`src/rtl/seg_bcd_counter_scan_if.sv`:
```
// Control and display bundle for seg_bcd_counter_scan.
// The master side drives count controls; the slave side returns count and display state.
interface seg_bcd_counter_scan_if #(
  parameter int NUM_DIGITS = 4
);
  localparam int SEL_W = (NUM_DIGITS > 1) ? $clog2(NUM_DIGITS) : 1;

  logic                    en;
  logic                    up;
  logic                    load;
  logic [4*NUM_DIGITS-1:0] load_val;
  logic                    blank_lz;
  logic [4*NUM_DIGITS-1:0] count_bcd;
  logic                    wrap;
  logic                    err;
  logic [SEL_W-1:0]        sel;
  logic [3:0]              mul_out;
  logic [7:0]              seg;

  modport master (
    output en, up, load, load_val, blank_lz,
    input  count_bcd, wrap, err, sel, mul_out, seg
  );

  modport slave (
    input  en, up, load, load_val, blank_lz,
    output count_bcd, wrap, err, sel, mul_out, seg
  );
endinterface

```
`src/rtl/seg_bcd_counter_scan.sv`:
```
// Multi-digit BCD up/down counter with prescaled tick, load with validity check,
// and a time-multiplexed 7-segment scan with leading-zero blanking.
module seg_bcd_counter_scan #(
  parameter int NUM_DIGITS = 4,
  parameter int TICK_DIV   = 50,
  parameter int SCAN_DIV   = 1000,
  parameter int MAX_COUNT  = 9999
) (
  input  logic                  clk,
  input  logic                  rst,
  seg_bcd_counter_scan_if.slave bus
);
  localparam int SEL_W  = (NUM_DIGITS > 1) ? $clog2(NUM_DIGITS) : 1;
  localparam int DW     = 4 * NUM_DIGITS;
  localparam int PRE_W  = $clog2(TICK_DIV);
  localparam int SCAN_W = $clog2(SCAN_DIV);

  function automatic logic [DW-1:0] to_bcd(input int unsigned v);
    logic [DW-1:0] r;
    int unsigned   t;
    r = '0;
    t = v;
    for (int i = 0; i < NUM_DIGITS; i++) begin
      r[4*i +: 4] = 4'(t % 10);
      t = t / 10;
    end
    return r;
  endfunction

  localparam logic [DW-1:0] MAX_BCD = to_bcd(MAX_COUNT);

  logic [PRE_W-1:0]  pre_cnt;
  logic [SCAN_W-1:0] scan_cnt;
  logic [DW-1:0]     count_q;
  logic              wrap_q;
  logic              err_q;
  logic [SEL_W-1:0]  sel_q;
  logic [3:0]        mul_q;

  logic              tick;
  logic              scan_step;
  logic              load_ok;
  logic [31:0]       load_bin;
  logic [DW-1:0]     count_inc;
  logic [DW-1:0]     count_dec;
  logic              carry;
  logic              borrow;
  logic [SEL_W-1:0]  sel_next;
  logic              hi_zero;
  logic [7:0]        seg_digit;
  logic [7:0]        seg_c;

  assign tick      = (pre_cnt == PRE_W'(TICK_DIV - 1));
  assign scan_step = (scan_cnt == SCAN_W'(SCAN_DIV - 1));
  assign sel_next  = (sel_q == SEL_W'(NUM_DIGITS - 1)) ? '0 : sel_q + SEL_W'(1);

  // Load is legal only if every nibble is a decimal digit and the value fits the range.
  always_comb begin
    load_ok  = 1'b1;
    load_bin = '0;
    for (int i = NUM_DIGITS - 1; i >= 0; i--) begin
      if (bus.load_val[4*i +: 4] > 4'd9) load_ok = 1'b0;
      load_bin = load_bin * 32'd10 + 32'(bus.load_val[4*i +: 4]);
    end
    if (load_bin > 32'(MAX_COUNT)) load_ok = 1'b0;
  end

  always_comb begin
    count_inc = count_q;
    count_dec = count_q;
    carry     = 1'b1;
    borrow    = 1'b1;
    for (int i = 0; i < NUM_DIGITS; i++) begin
      if (carry) begin
        if (count_q[4*i +: 4] == 4'd9) begin
          count_inc[4*i +: 4] = 4'd0;
        end else begin
          count_inc[4*i +: 4] = count_q[4*i +: 4] + 4'd1;
          carry = 1'b0;
        end
      end
      if (borrow) begin
        if (count_q[4*i +: 4] == 4'd0) begin
          count_dec[4*i +: 4] = 4'd9;
        end else begin
          count_dec[4*i +: 4] = count_q[4*i +: 4] - 4'd1;
          borrow = 1'b0;
        end
      end
    end
  end

  always_ff @(posedge clk or posedge rst) begin
    if (rst) begin
      pre_cnt  <= '0;
      scan_cnt <= '0;
      count_q  <= '0;
      wrap_q   <= 1'b0;
      err_q    <= 1'b0;
      sel_q    <= '0;
      mul_q    <= '0;
    end else begin
      pre_cnt <= tick ? '0 : pre_cnt + PRE_W'(1);
      wrap_q  <= 1'b0;
      if (bus.load) begin
        count_q <= load_ok ? bus.load_val : '0;
        err_q   <= ~load_ok;
      end else if (tick && bus.en) begin
        if (bus.up) begin
          if (count_q == MAX_BCD) begin
            count_q <= '0;
            wrap_q  <= 1'b1;
          end else begin
            count_q <= count_inc;
          end
        end else begin
          if (count_q == '0) begin
            count_q <= MAX_BCD;
            wrap_q  <= 1'b1;
          end else begin
            count_q <= count_dec;
          end
        end
      end
      // mul_out tracks the digit that sel will point at after this edge.
      if (scan_step) begin
        scan_cnt <= '0;
        sel_q    <= sel_next;
        mul_q    <= count_q[4*sel_next +: 4];
      end else begin
        scan_cnt <= scan_cnt + SCAN_W'(1);
        mul_q    <= count_q[4*sel_q +: 4];
      end
    end
  end

  assign hi_zero = ((count_q >> (4 * sel_q)) == '0);

  always_comb begin
    case (mul_q)
      4'd0:    seg_digit = 8'h3F;
      4'd1:    seg_digit = 8'h06;
      4'd2:    seg_digit = 8'h5B;
      4'd3:    seg_digit = 8'h4F;
      4'd4:    seg_digit = 8'h66;
      4'd5:    seg_digit = 8'h6D;
      4'd6:    seg_digit = 8'h7D;
      4'd7:    seg_digit = 8'h07;
      4'd8:    seg_digit = 8'h7F;
      4'd9:    seg_digit = 8'h6F;
      default: seg_digit = 8'h79;
    endcase
    if (err_q) begin
      seg_c = 8'h79;
    end else if (bus.blank_lz && (sel_q != '0) && hi_zero) begin
      seg_c = 8'h00;
    end else begin
      seg_c = seg_digit;
    end
  end

  assign bus.count_bcd = count_q;
  assign bus.wrap      = wrap_q;
  assign bus.err       = err_q;
  assign bus.sel       = sel_q;
  assign bus.mul_out   = mul_q;
  assign bus.seg       = seg_c;
endmodule

```
`src/flat_wrapper.sv`:
```
// flat-port wrapper written by rule: the top's interface ports become plain ports
module seg_bcd_counter_scan_flat 
#(
  parameter int NUM_DIGITS = 4,
  parameter int TICK_DIV   = 50,
  parameter int SCAN_DIV   = 1000,
  parameter int MAX_COUNT  = 9999
)
  (clk, rst, bus_en, bus_up, bus_load, bus_load_val, bus_blank_lz, bus_count_bcd, bus_wrap, bus_err, bus_sel, bus_mul_out, bus_seg);
  seg_bcd_counter_scan_if #(.NUM_DIGITS(NUM_DIGITS)) bus_i ();
  input  logic clk;
  input  logic rst;
  input wire logic [$bits(bus_i.en)-1:0] bus_en;
  input wire logic [$bits(bus_i.up)-1:0] bus_up;
  input wire logic [$bits(bus_i.load)-1:0] bus_load;
  input wire logic [$bits(bus_i.load_val)-1:0] bus_load_val;
  input wire logic [$bits(bus_i.blank_lz)-1:0] bus_blank_lz;
  output wire logic [$bits(bus_i.count_bcd)-1:0] bus_count_bcd;
  output wire logic [$bits(bus_i.wrap)-1:0] bus_wrap;
  output wire logic [$bits(bus_i.err)-1:0] bus_err;
  output wire logic [$bits(bus_i.sel)-1:0] bus_sel;
  output wire logic [$bits(bus_i.mul_out)-1:0] bus_mul_out;
  output wire logic [$bits(bus_i.seg)-1:0] bus_seg;
  assign bus_i.en = bus_en;
  assign bus_i.up = bus_up;
  assign bus_i.load = bus_load;
  assign bus_i.load_val = bus_load_val;
  assign bus_i.blank_lz = bus_blank_lz;
  assign bus_count_bcd = bus_i.count_bcd;
  assign bus_wrap = bus_i.wrap;
  assign bus_err = bus_i.err;
  assign bus_sel = bus_i.sel;
  assign bus_mul_out = bus_i.mul_out;
  assign bus_seg = bus_i.seg;
  seg_bcd_counter_scan #(.NUM_DIGITS(NUM_DIGITS), .TICK_DIV(TICK_DIV), .SCAN_DIV(SCAN_DIV), .MAX_COUNT(MAX_COUNT)) u_core (.clk(clk), .rst(rst), .bus(bus_i));
endmodule
```
`config.mk`:
```
export PLATFORM = sky130hd
export DESIGN_NAME = seg_bcd_counter_scan_flat
export DESIGN_NICKNAME = d
export VERILOG_FILES = /design/src/rtl/seg_bcd_counter_scan_if.sv /design/src/rtl/seg_bcd_counter_scan.sv /design/src/flat_wrapper.sv
export SDC_FILE = /design/constraint.sdc
export NUM_CORES = 1
export LEC_CHECK = 0
export CAP_MARGIN = 20
export CELL_PAD_IN_SITES_DETAIL_PLACEMENT = 1
export CELL_PAD_IN_SITES_GLOBAL_PLACEMENT = 2
export CORE_ASPECT_RATIO = 2
export CORE_MARGIN = 2
export CORE_UTILIZATION = 38
export CTS_BUF_LIST = sky130_fd_sc_hd__clkbuf_8
export CTS_CLUSTER_SIZE = 28
export DETAILED_ROUTE_END_ITERATION = 8
export PLACE_DENSITY = 0.95
export SLEW_MARGIN = 10
export SYNTH_ARGS = -nofsm -noshare
export SYNTH_HDL_FRONTEND = slang
export SYNTH_SLANG_ARGS = --single-unit
```
`constraint.sdc`:
```
create_clock -name clk -period 4.7 [get_ports clk]
set_input_delay 0.705 -clock clk [delete_from_list [all_inputs] [get_ports clk]]
set_output_delay 0.705 -clock clk [all_outputs]
set_load 0.01 [all_outputs]
```
==> out/metrics.yaml <==
pwr:
  p_seq_share_pct: 7.9
  power.switching_mw: 3.18
  clkPwrFrac_pct: 4.8
  p_int_mw: 3.37
  peakVddDrop_uv: 1430
  comb_power_share_pct: 87.3
  powerDensity_nw_per_um2: 941
  leakage_nw: 3.07
  p_sw_share_pct: 48.5
logic_synthesis:
  avgSynthCellArea_um2: 7.95
  ys_types: 75
  ys_seq_area_share_pct: 20.3
  synthTopCellsByCount: "72 x ha_1, 67 x nor2_1, 53 x a21oi_1, 51 x inv_1, 40 x dfrtp_1"
  synth-seq-cells: 40
  synth_area_leader_cell: "dfrtp_1"
  yosys_warnings: 0
  synth_cells: 621
  ys.flop_type: "dfrtp_1"
  netlist.area_leader.share_pct: 20.3
  syn_area_um2: 4940
  async_flop_share_pct: 100
  synth_edf_count: 0
  ys_top_cells_by_area: "dfrtp_1 20%, ha_1 18%, a21oi_1 5.4%, xnor2_1 5.3%, nor2_1 5.1%"
  yosysMostFrequentCell: "ha_1"
worst_setup_path:
  cp-endpoint: "u_core.bus.count_bcd[11]"
  r2r_end: "u_core.bus.count_bcd[14]"
  cp_max_fo: 7
  worstSetupPathType: "input port to register"
  reg2reg_from: "u_core.pre_cnt[1]"
  critPathArrivalTime_ns: 6.58
  crit_start: "bus_load_val[15]"
  worstPathRequired_ns: 4.93
  start_kind: "input port"
  ff2ff_setup_slack_ns: 1.72
  end_kind: "register"
  r2r_cells: 9
sta:
  slew_headroom_pct: 51.4
  tightestPinTransition_ns: 0.727
  rsz0062_at_grt: "yes"
  period_needed_ns: 6.35
  whs_ns: 0.484
  slew_viol_final: 0
  setup_tns_ns: -27.04
  finClkSkew_ns: 0.00472
  period_share_pct: 135
  clock.fmax_mhz: 157
  setup-violations-final: 17
  final_hold_viol_count: 0
  fin_ws_ns: -1.65
min_path:
  hold_start: "u_core.scan_cnt[0]"
  hp-class: "register to register"
grt:
  grt_pass1_vias: 5940
  antenna_found_initial: 0
  grt_pass1_wl_um: 28600
  grt_usage_pct: 25.6
  grt_overflow: 0
  grt_max_degree: 41
cts:
  clk_pin_slew_ns: 0.09
  cts_tree: "built"
  cts_hold_buf: 0
  clock_latency_ns: 0.31
  cts-root-buf: "clkbuf_8"
  cts_buffer_depth: 2
  htree_levels: 2
  cts-buffers-inserted: 5
  cts_num_sinks: 40
placement:
  hpwl_um: 14400
  place_inst: 889
  gp_congestion: 0.897
  io_buffers: 52
  pre_cts_slack_ns: -2.35
route:
  drtPass1Iterations: 4
  vias_per_cell: 5.96
  drc_errors: 0
  vias: 5439
  wl_per_cell_um: 21.0
  drtIter0Drc: 189
  routed_wirelength_um: 19200
  ant_nets: 0
run:
  drv_cap: 0
die:
  initial_utilization_pct: 39.1
  die_w_um: 84.6
  row_count: 58
  coreArea_um2: 12600
  io_pins: 54
  die_area_um2: 14000
  die_h_um: 165
cells_and_area:
  fin_nets: 861
  nFillCells: 1498
  utilization_pct: 55.1
  area_delta_synth_final_pct: 40.8
  finalNonFillerCells: 912
  post_route_cells_drive_above_1_share_pct: 25.3
  diodes: 0
run_status:
  violations: "negative setup slack"
  outcome: "finished, violations left"
[per-layer routing]
metal,vias up,global-route usage [%],wire length [µm]
met5,-,0,0
met4,0,16.0,1140
met3,86,2.29,539
met2,164,53.5,11300
met1,2678,22.2,6190
li1,2511,-,-
[stage by stage]
step           area, µm²  total power [mW]
2_1_floorplan       5110              3.61
3_3_place_gp        6380              5.28
3_5_place_dp        6380              5.62
4_1_cts             6690              6.13
5_1_grt             6950              6.97
6_report            6950              6.54
[registers in the layout, indices dropped and copies added (netlist names)]
| name | cells |
|---|---|
| u_core.bus.err | 1 |
| u_core.pre_cnt | 6 |
| u_core.scan_cnt | 10 |
| u_core.bus.wrap | 1 |
| u_core.bus.count_bcd | 16 |
| u_core.bus.mul_out | 4 |
| u_core.bus.sel | 2 |
[how the worst min path moves through the flow]
stage	end	slack [ns]	depth (start not counted)
4_1_cts	u_core.scan_cnt[0]	0.49	1
6_report	u_core.scan_cnt[0]	0.48	1
3_5_place_dp	u_core.scan_cnt[0]	0.47	1
5_1_grt	u_core.scan_cnt[0]	0.49	1
2_1_floorplan	u_core.scan_cnt[0]	0.43	1
3_3_place_gp	u_core.scan_cnt[0]	0.44	1
[repair_timing]
action / 4_1_cts / 5_1_grt
setup buffers: 10 / 5
endpoints found under the setup margin: 17 / 17
pin swaps: 32 / 34
resized for setup: 51 / 32
[placed cells by master, fill, tap and decap left out, types with 8 or more instances in the layout]
cell type	count
nand3_2	8
a31oi_1	15
xnor2_2	10
xnor2_1	18
a21o_1	8
nand2_1	36
inv_1	48
nor2b_1	10
nand3_1	19
nor3_1	14
nor2_1	65
a211oi_1	8
o21ai_0	30
buf_4	99
clkdlybuf4s50_1	45
a21oi_1	46
ha_1	57
dfrtp_1	40
ha_4	15
[worst max-delay path, cell delays in order]
cell and delay (ns):
buf_8 0.10, ha_4 0.26, ha_4 0.13, inv_2 0.04
fa_2 0.53, nor3b_4 0.27, xnor2_2 0.17, ha_1 0.31
ha_4 0.30, inv_2 0.05, o21bai_1 0.20, a21oi_2 0.11
xnor2_2 0.21, buf_4 0.17, xor2_2 0.20, ha_4 0.24
ha_4 0.28, o21a_1 0.18, o221ai_2 0.11, or4_1 0.56
nand3_2 0.10, nand4_1 0.12, nand2b_4 0.20, mux2_4 0.32
a211oi_4 0.23, buf_6 0.18, nand3_2 0.07, a31oi_1 0.20
[layout make-up]
class | instances | area, µm² | area share [%]
sequential | 40 | 1000 | 14.4
tap | 150 | 188 | 2.70
clock buffer | 6 | 82.6 | 1.19
timing repair buffer | 154 | 1290 | 18.6
inverter | 52 | 195 | 2.81
clock inverter | 2 | 38.8 | 0.558
multi-input combinational | 508 | 4150 | 59.8
[cells by family (layout without fill, tap and decap cells)]
| logic type | count (synthesis) | after routing | synth area share [%] |
|---|---|---|---|
| AND/OR/NAND/NOR | 209 | 209 | 21.3 |
| AO/OA/AOI/OAI | 175 | 175 | 23.7 |
| adder cells (fa/ha/maj) | 78 | 78 | 20.7 |
| buffers and inverters | 74 | 214 | 5.93 |
| flip-flops | 40 | 40 | 20.3 |
| XOR/XNOR | 39 | 39 | 6.92 |
| multiplexers | 5 | 5 | 1.12 |
| other | 1 | 2 | 0.0760 |
[power by group through the flow]
stage / clock (mW) / combinational, mW / sequential, mW
5_1_grt: 0.329 / 6.12 / 0.527
6_report: 0.317 / 5.71 / 0.516
2_1_floorplan: 0 / 3.14 / 0.468
3_5_place_dp: 0 / 5.11 / 0.517
3_3_place_gp: 0 / 4.77 / 0.513
4_1_cts: 0.317 / 5.30 / 0.510
Note: power is estimated with default switching activity, not from simulation.
